`src/rtl/fft_ctrl_pkg.sv`:
```
// Shared definitions for the radix-2 DIT FFT sequencer.
//   - FSM state encodings (3-bit, legacy-compatible constants)
//   - clog2     : ceiling log2, usable in parameter expressions
//   - bit_rev   : reverse the low 'width' bits of a value
package fft_ctrl_pkg;

  localparam logic [2:0] ST_IDLE    = 3'd0;
  localparam logic [2:0] ST_LOAD    = 3'd1;
  localparam logic [2:0] ST_COMPUTE = 3'd2;
  localparam logic [2:0] ST_DRAIN   = 3'd3;
  localparam logic [2:0] ST_OUTPUT  = 3'd4;

  // Bounded loop so the function stays elaboration- and synthesis-friendly.
  function automatic int clog2(input int value);
    int r;
    r = 0;
    for (int i = 0; i < 31; i++) begin
      if ((1 << i) < value) r = i + 1;
    end
    return r;
  endfunction

  function automatic logic [31:0] bit_rev(input logic [31:0] value, input int width);
    logic [31:0] r;
    r = '0;
    for (int i = 0; i < 32; i++) begin
      if (i < width) r[i] = value[width-1-i];
    end
    return r;
  endfunction

endpackage

```
`src/rtl/fft_bf_addr_gen.sv`:
```
// Butterfly address generator plus write-back delay line.
//   clk, rstn        : clock, async active-low reset
//   issue            : a butterfly is issued this cycle (FSM in COMPUTE)
//   s, k             : stage index and butterfly index within the stage
//   rd_addr0_o/1_o   : registered upper/lower leg read addresses
//   rd_en_o          : registered read enable
//   twiddle_addr_o   : registered twiddle ROM address, aligned with rd_addr*
//   wr_addr0_o/1_o   : read addresses delayed BF_LAT cycles
//   wr_en_o          : read enable delayed BF_LAT cycles (butterfly result valid)
module fft_bf_addr_gen
  import fft_ctrl_pkg::*;
#(
  parameter int N      = 1024,
  parameter int BF_LAT = 3,
  localparam int L     = clog2(N),
  localparam int AW    = L,
  localparam int SW    = clog2(L) + 1
)(
  input  logic          clk,
  input  logic          rstn,
  input  logic          issue,
  input  logic [SW-1:0] s,
  input  logic [AW-2:0] k,
  output logic [AW-1:0] rd_addr0_o,
  output logic [AW-1:0] rd_addr1_o,
  output logic          rd_en_o,
  output logic [AW-2:0] twiddle_addr_o,
  output logic [AW-1:0] wr_addr0_o,
  output logic [AW-1:0] wr_addr1_o,
  output logic          wr_en_o
);

  logic [AW-1:0] k_ext;
  logic [AW-1:0] half;
  logic [AW-1:0] lo;
  logic [AW-1:0] a0;
  logic [AW-1:0] a1;
  logic [AW-2:0] tw;

  // Butterfly k of stage s: group index k>>s selects a 2*half block, the low
  // s bits of k select the pair inside it; the twiddle stride shrinks as
  // the span grows.
  // NOTE: every signal assigned in always_comb gets a value on every path
  // (defaults first) so no latch is inferred.
  always_comb begin
    k_ext = {1'b0, k};
    half  = AW'(1) << s;
    lo    = k_ext & (half - AW'(1));
    a0    = ((k_ext >> s) << (s + SW'(1))) | lo;
    a1    = a0 + half;
    tw    = (AW-1)'(lo << (SW'(L - 1) - s));
  end

  // NOTE: sequential state uses non-blocking assignments so every register
  // samples pre-edge values regardless of statement order.
  always_ff @(posedge clk or negedge rstn) begin
    if (!rstn) begin
      rd_addr0_o     <= '0;
      rd_addr1_o     <= '0;
      twiddle_addr_o <= '0;
      rd_en_o        <= 1'b0;
    end else if (issue) begin
      rd_addr0_o     <= a0;
      rd_addr1_o     <= a1;
      twiddle_addr_o <= tw;
      rd_en_o        <= 1'b1;
    end else begin
      rd_addr0_o     <= '0;
      rd_addr1_o     <= '0;
      twiddle_addr_o <= '0;
      rd_en_o        <= 1'b0;
    end
  end

  // Write-back delay line: one slot per cycle of BRAM read + butterfly
  // pipeline, so write-back order and spacing match the read stream.
  logic [AW-1:0] dl_a0 [BF_LAT];
  logic [AW-1:0] dl_a1 [BF_LAT];
  logic          dl_en [BF_LAT];

  // NOTE: this array is reset on purpose: a stale enable left in the line
  // after an abort would fire a spurious write-back. Pure data storage
  // (e.g. sample RAM) would normally not be reset.
  always_ff @(posedge clk or negedge rstn) begin
    if (!rstn) begin
      for (int i = 0; i < BF_LAT; i++) begin
        dl_a0[i] <= '0;
        dl_a1[i] <= '0;
        dl_en[i] <= 1'b0;
      end
    end else begin
      dl_a0[0] <= rd_addr0_o;
      dl_a1[0] <= rd_addr1_o;
      dl_en[0] <= rd_en_o;
      for (int i = 1; i < BF_LAT; i++) begin
        dl_a0[i] <= dl_a0[i-1];
        dl_a1[i] <= dl_a1[i-1];
        dl_en[i] <= dl_en[i-1];
      end
    end
  end

  assign wr_addr0_o = dl_a0[BF_LAT-1];
  assign wr_addr1_o = dl_a1[BF_LAT-1];
  assign wr_en_o    = dl_en[BF_LAT-1];

endmodule

```
`src/rtl/fft_stage_ctrl.sv`:
```
// Sequencer for the in-place radix-2 DIT FFT core.
// Phases: LOAD (bit-reversed sample writes), COMPUTE/DRAIN per stage,
// OUTPUT (natural-order streaming). All outputs are registered and lag the
// FSM state by one cycle; rd/twiddle come from fft_bf_addr_gen.
//   clk, rstn       : clock, async active-low reset
//   start_i         : begin a transform (IDLE only)
//   load_we_o       : sample write enable, load_addr_o bit-reversed address
//   rd_*_o          : butterfly read legs/enable, twiddle_addr_o
//   wr_*_o          : write-back legs/enable (BF_LAT after the read)
//   out_addr_o      : result read address while fft_ready_o is high
//   stage_o         : current stage (0 outside COMPUTE/DRAIN)
//   state_o         : FSM state, debug
module fft_stage_ctrl
  import fft_ctrl_pkg::*;
#(
  parameter int N      = 1024,
  parameter int BF_LAT = 3,
  localparam int L     = clog2(N),
  localparam int AW    = L,
  localparam int SW    = clog2(L) + 1
)(
  input  logic          clk,
  input  logic          rstn,
  input  logic          start_i,
  output logic          load_we_o,
  output logic [AW-1:0] load_addr_o,
  output logic [AW-1:0] rd_addr0_o,
  output logic [AW-1:0] rd_addr1_o,
  output logic          rd_en_o,
  output logic [AW-2:0] twiddle_addr_o,
  output logic [AW-1:0] wr_addr0_o,
  output logic [AW-1:0] wr_addr1_o,
  output logic          wr_en_o,
  output logic [AW-1:0] out_addr_o,
  output logic          fft_ready_o,
  output logic [SW-1:0] stage_o,
  output logic [2:0]    state_o
);

  localparam logic [AW:0]   CNT_N_LAST  = (AW+1)'(N - 1);
  localparam logic [AW:0]   CNT_BF_LAST = (AW+1)'(BF_LAT - 1);
  localparam logic [AW-2:0] K_LAST      = (AW-1)'(N/2 - 1);
  localparam logic [SW-1:0] S_LAST      = SW'(L - 1);

  logic [2:0]    state;
  logic [AW:0]   cnt;   // LOAD/OUTPUT sample index, DRAIN cycle count
  logic [SW-1:0] s;
  logic [AW-2:0] k;

  always_ff @(posedge clk or negedge rstn) begin
    if (!rstn) begin
      state <= ST_IDLE;
      cnt   <= '0;
      s     <= '0;
      k     <= '0;
    end else begin
      case (state)
        ST_IDLE: begin
          if (start_i) begin
            state <= ST_LOAD;
            cnt   <= '0;
          end
        end
        ST_LOAD: begin
          if (cnt == CNT_N_LAST) begin
            state <= ST_COMPUTE;
            cnt   <= '0;
            s     <= '0;
            k     <= '0;
          end else begin
            cnt <= cnt + 1'b1;
          end
        end
        ST_COMPUTE: begin
          if (k == K_LAST) begin
            state <= ST_DRAIN;
            cnt   <= '0;
          end else begin
            k <= k + 1'b1;
          end
        end
        ST_DRAIN: begin
          // Wait out the write-back pipeline before the next stage reads.
          if (cnt == CNT_BF_LAST) begin
            cnt <= '0;
            if (s == S_LAST) begin
              state <= ST_OUTPUT;
            end else begin
              state <= ST_COMPUTE;
              s     <= s + 1'b1;
              k     <= '0;
            end
          end else begin
            cnt <= cnt + 1'b1;
          end
        end
        ST_OUTPUT: begin
          if (cnt == CNT_N_LAST) begin
            state <= ST_IDLE;
            cnt   <= '0;
          end else begin
            cnt <= cnt + 1'b1;
          end
        end
        default: begin
          state <= ST_IDLE;
          cnt   <= '0;
        end
      endcase
    end
  end

  always_ff @(posedge clk or negedge rstn) begin
    if (!rstn) begin
      load_we_o   <= 1'b0;
      load_addr_o <= '0;
      out_addr_o  <= '0;
      fft_ready_o <= 1'b0;
      stage_o     <= '0;
      state_o     <= ST_IDLE;
    end else begin
      load_we_o   <= (state == ST_LOAD);
      load_addr_o <= (state == ST_LOAD) ? AW'(bit_rev(32'(cnt[AW-1:0]), AW)) : '0;
      out_addr_o  <= (state == ST_OUTPUT) ? cnt[AW-1:0] : '0;
      fft_ready_o <= (state == ST_OUTPUT);
      stage_o     <= (state == ST_COMPUTE || state == ST_DRAIN) ? s : '0;
      state_o     <= state;
    end
  end

  fft_bf_addr_gen #(
    .N      (N),
    .BF_LAT (BF_LAT)
  ) u_addr_gen (
    .clk            (clk),
    .rstn           (rstn),
    .issue          (state == ST_COMPUTE),
    .s              (s),
    .k              (k),
    .rd_addr0_o     (rd_addr0_o),
    .rd_addr1_o     (rd_addr1_o),
    .rd_en_o        (rd_en_o),
    .twiddle_addr_o (twiddle_addr_o),
    .wr_addr0_o     (wr_addr0_o),
    .wr_addr1_o     (wr_addr1_o),
    .wr_en_o        (wr_en_o)
  );

endmodule

```
`config.mk`:
```
export PLATFORM = sky130hd
export DESIGN_NAME = fft_stage_ctrl
export DESIGN_NICKNAME = d
export VERILOG_FILES = /design/src/rtl/fft_ctrl_pkg.sv /design/src/rtl/fft_bf_addr_gen.sv /design/src/rtl/fft_stage_ctrl.sv
export SDC_FILE = /design/constraint.sdc
export NUM_CORES = 1
export LEC_CHECK = 0
export CORE_ASPECT_RATIO = 0.8
export CORE_MARGIN = 4
export CORE_UTILIZATION = 50
export DETAILED_ROUTE_END_ITERATION = 16
export GPL_TIMING_DRIVEN = 0
export PLACE_DENSITY = 0.73
export SLEW_MARGIN = 20
export SYNTH_ARGS = -nofsm -noshare
export SYNTH_HDL_FRONTEND = slang
export SYNTH_SLANG_ARGS = --single-unit
export TNS_END_PERCENT = 20
```
`constraint.sdc`:
```
create_clock -name clk -period 4.6 [get_ports clk]
set_clock_uncertainty 0.2 [all_clocks]
set_input_delay 1.38 -clock clk [delete_from_list [all_inputs] [get_ports clk]]
set_output_delay 1.38 -clock clk [all_outputs]
set_load 0.03 [all_outputs]
```
==> flow_metrics.env <==
export IMPL_status="finished clean"
export IMPL_total_power_mw=5.64
export IMPL_yosys_cell_types_count=78
export IMPL_rrSetupSlack_ps=180
export IMPL_syn2layout_area_growth_pct=24.3
export IMPL_syn_nets=684
export IMPL_hold_path_class="reg -> reg"
export IMPL_drc_errors=0
export IMPL_dieHeight_um=115
export IMPL_fp_dieW_um=142
export IMPL_first_global_vias=5604
export IMPL_fmax_mhz=226
export IMPL_rows=38
export IMPL_netlist_instances=659
export IMPL_vias_per_cell=5.73
export IMPL_cts_buffers_inserted=17
export IMPL_worst_setup_path_type="reg -> reg"
export IMPL_slew_violations=0
export IMPL_final_layout_size_suffix_gt1_frac=0.145
export IMPL_routed_wl_mm=18.5
export IMPL_cts_tree="yes"
export IMPL_maxCapViolCount=0
export IMPL_powerDensity_nw_per_um2=636
export IMPL_rsz0062_at_grt="no"
export IMPL_min_path_cells=0
export IMPL_r2r_end="u_addr_gen.rd_addr1_o[9]"
export IMPL_ant_nets=0
export IMPL_synthArstFlopShare=1.00
export IMPL_post_drt_wl_per_cell_um=19.3
export IMPL_vdd_drop_max_v=0.000483
export IMPL_drt_pass1_iterations=6
export IMPL_fin_crit_ps=4420
export IMPL_hold_path_startpoint="u_addr_gen.dl_a1[24]"
export IMPL_finalHoldViolCount=0
export IMPL_yosys_area_top_type="dfrtp_1"
export IMPL_clk_pin_slew_worst_paths_ps=60
export IMPL_n_fill_cell=1064
export IMPL_grt_overflow=0
export IMPL_grt_pass1_wl_mm=29.8
export IMPL_synth_edf_count=0
export IMPL_ys_flop_type="dfrtp_1"
export IMPL_hold_path_end="u_addr_gen.dl_a1[14]"
export IMPL_worst_pin_slew_ps=933
export IMPL_insertion_delay_ps=420
export IMPL_ys_warn_count=0
export IMPL_ys_seq_area_frac=0.530
export IMPL_drtIter0Drc=461
export IMPL_core_um2=13800
export IMPL_io_buffers=83
export IMPL_synth_top_cell_area_share=0.530
export IMPL_design_area_um2=8870
export IMPL_syn_avg_cell_area_um2=10.8
export IMPL_r2r_cells=15
export IMPL_fin_util=0.643
export IMPL_leakage_nw=4.06
export IMPL_synth_seq_cells=151
export IMPL_netlist_top_cells_count="dfrtp_1, nand2_1, o21ai_0, nor2_1, and2_1"
export IMPL_dpl_cell_area_um2=8230
export IMPL_cts_root_buffer="clkbuf_16"
export IMPL_arrival_ps=4570
export IMPL_start_kind="register"
export IMPL_grt_usage=0.238
export IMPL_antennaDiodeCount=0
export IMPL_gp_congestion=0.916
export IMPL_worstReg2RegStart="s[0]"
export IMPL_period_share=0.962
export IMPL_cp_required_ps=4740
export IMPL_yosysMostFrequentCell="dfrtp_1"
export IMPL_synth_area_leaders="dfrtp_1, ha_1, o21ai_0"
export IMPL_finalNetCount=787
export IMPL_dp_hpwl_mm=13.5
export IMPL_syn_area_um2=7140
export IMPL_cts_sinks=151
export IMPL_hold_buffers=0
export IMPL_dieArea_um2=16300
export IMPL_setup_viol=0
export IMPL_htreeDepth=4
export IMPL_antenna_found_initial=0
export IMPL_grt_max_degree=99
export IMPL_start_util=0.518
export IMPL_worst_setup_path_end_kind="register"
export IMPL_slew_headroom=0.376
export IMPL_cp_max_fo=11
export IMPL_ctsLongestPathBuffers=2
export IMPL_io_pins=84
export IMPL_vias=5476
==> final cells by class <==
type,instances,area [µm²],share of cell area
plain buffers,51,309,0.0349
clock buffers,18,439,0.0495
clock inverters,14,149,0.0168
inverters,19,78.8,0.00889
multi-input cells,436,3010,0.339
flip-flops and latches,151,3780,0.426
well taps,180,225,0.0254
repair buffers,86,878,0.0991
==> stage by stage <==
stage | worst slack [ps] | TNS, ps | std cells | hold WS [ps]
after floorplan | 493 | 0 | 659 | 131
after global placement | -3510 | -530510 | 922 | 132
after detailed placement | -649 | -2880 | 923 | 135
after CTS | 12.2 | 0 | 955 | 147
after global routing | 7.74 | 0 | 955 | 150
final | 176 | 0 | 955 | 145
==> cell families after synthesis <==
group	count (synthesis)	synth area share
AO/OA/AOI/OAI	145	0.146
XOR/XNOR	13	0.0160
adder cells (fa/ha/maj)	23	0.0412
buffers and inverters	72	0.0537
flip-flops	151	0.530
multiplexers	23	0.0407
AND/OR/NAND/NOR	232	0.173
==> routing by layer <==
metal | vias up | global-route usage | share of wire
met2 | 205 | 0.376 | 0.46
li1 | 2521 | - | -
met4 | 0 | 0.0716 | 0.017
met3 | 28 | 0.0470 | 0.058
met1 | 2722 | 0.338 | 0.46
met5 | - | 0 | 0
==> worst max path at each step <==
stage / slack, ps / endpoint / start / depth (start not counted)
floorplan: 490 / u_addr_gen.rd_addr1_o[7] / s[1] / 17
global placement: -3510 / u_addr_gen.rd_addr0_o[9] / rstn / 1
detailed placement: -650 / u_addr_gen.rd_addr1_o[7] / s[1] / 17
CTS: 10 / u_addr_gen.rd_addr1_o[9] / s[0] / 16
global route: 8 / u_addr_gen.rd_addr1_o[7] / s[0] / 17
finish: 180 / u_addr_gen.rd_addr1_o[9] / s[0] / 15
==> flip-flops by register name, indices dropped and copies added (netlist names) <==
| name | count |
|---|---|
| u_addr_gen.dl_en | 2 |
| state | 3 |
| load_we_o | 1 |
| u_addr_gen.twiddle_addr_o | 9 |
| u_addr_gen.dl_a0 | 20 |
| s | 5 |
| u_addr_gen.wr_en_o | 1 |
| fft_ready_o | 1 |
| u_addr_gen.rd_en_o | 1 |
| state_o | 3 |
| k | 9 |
| load_addr_o | 10 |
| u_addr_gen.wr_addr0_o | 10 |
| out_addr_o | 10 |
| cnt | 11 |
| u_addr_gen.dl_a1 | 20 |
| u_addr_gen.rd_addr0_o | 10 |
| u_addr_gen.wr_addr1_o | 10 |
| u_addr_gen.rd_addr1_o | 10 |
| stage_o | 5 |
==> power breakdown <==
part           leakage, nW  internal (mW)  switching, mW  total [mW]
Combinational         1.71          0.927           1.56        2.49
Sequential            2.06           1.61          0.155        1.77
Clock                0.290          0.783          0.595        1.38
Total                 4.06           3.32           2.31        5.64
==> repair_timing <==
item                       4_1_cts  5_1_grt
setup endpoints to repair        7        6
buffers inserted                 2        0
gates resized for setup          6       11
==> worst max-delay path, stage by stage (launching register included) <==
cell	delay, ps
dfrtp_1	440
buf_6	180
inv_1	120
clkbuf_4	270
ha_1	340
nor2b_1	220
o41ai_1	80
o21ai_0	730
nand2_1	120
ha_1	390
a21oi_1	150
o21bai_1	300
o21ai_0	140
a21boi_0	240
o22a_1	220
mux2i_1	200
==> layout by cell type, fill, tap and decap left out, types with 13 or more instances in the layout <==
master           Yosys  layout
mux2i_1             14      14
and2_1              29      29
inv_1               14      13
nor3_1              19      18
nand2b_1            13      13
clkbuf_16            0      17
nand3_1             22      22
o21ai_0             45      43
clkdlybuf4s50_1      0      82
nand2_1             45      45
nor2_1              43      43
a21oi_1             27      25
dfrtp_1            151     150
clkbuf_1            20      16
ha_1                21      19
buf_4               24      26
Note: power is estimated with default switching activity, not from simulation.
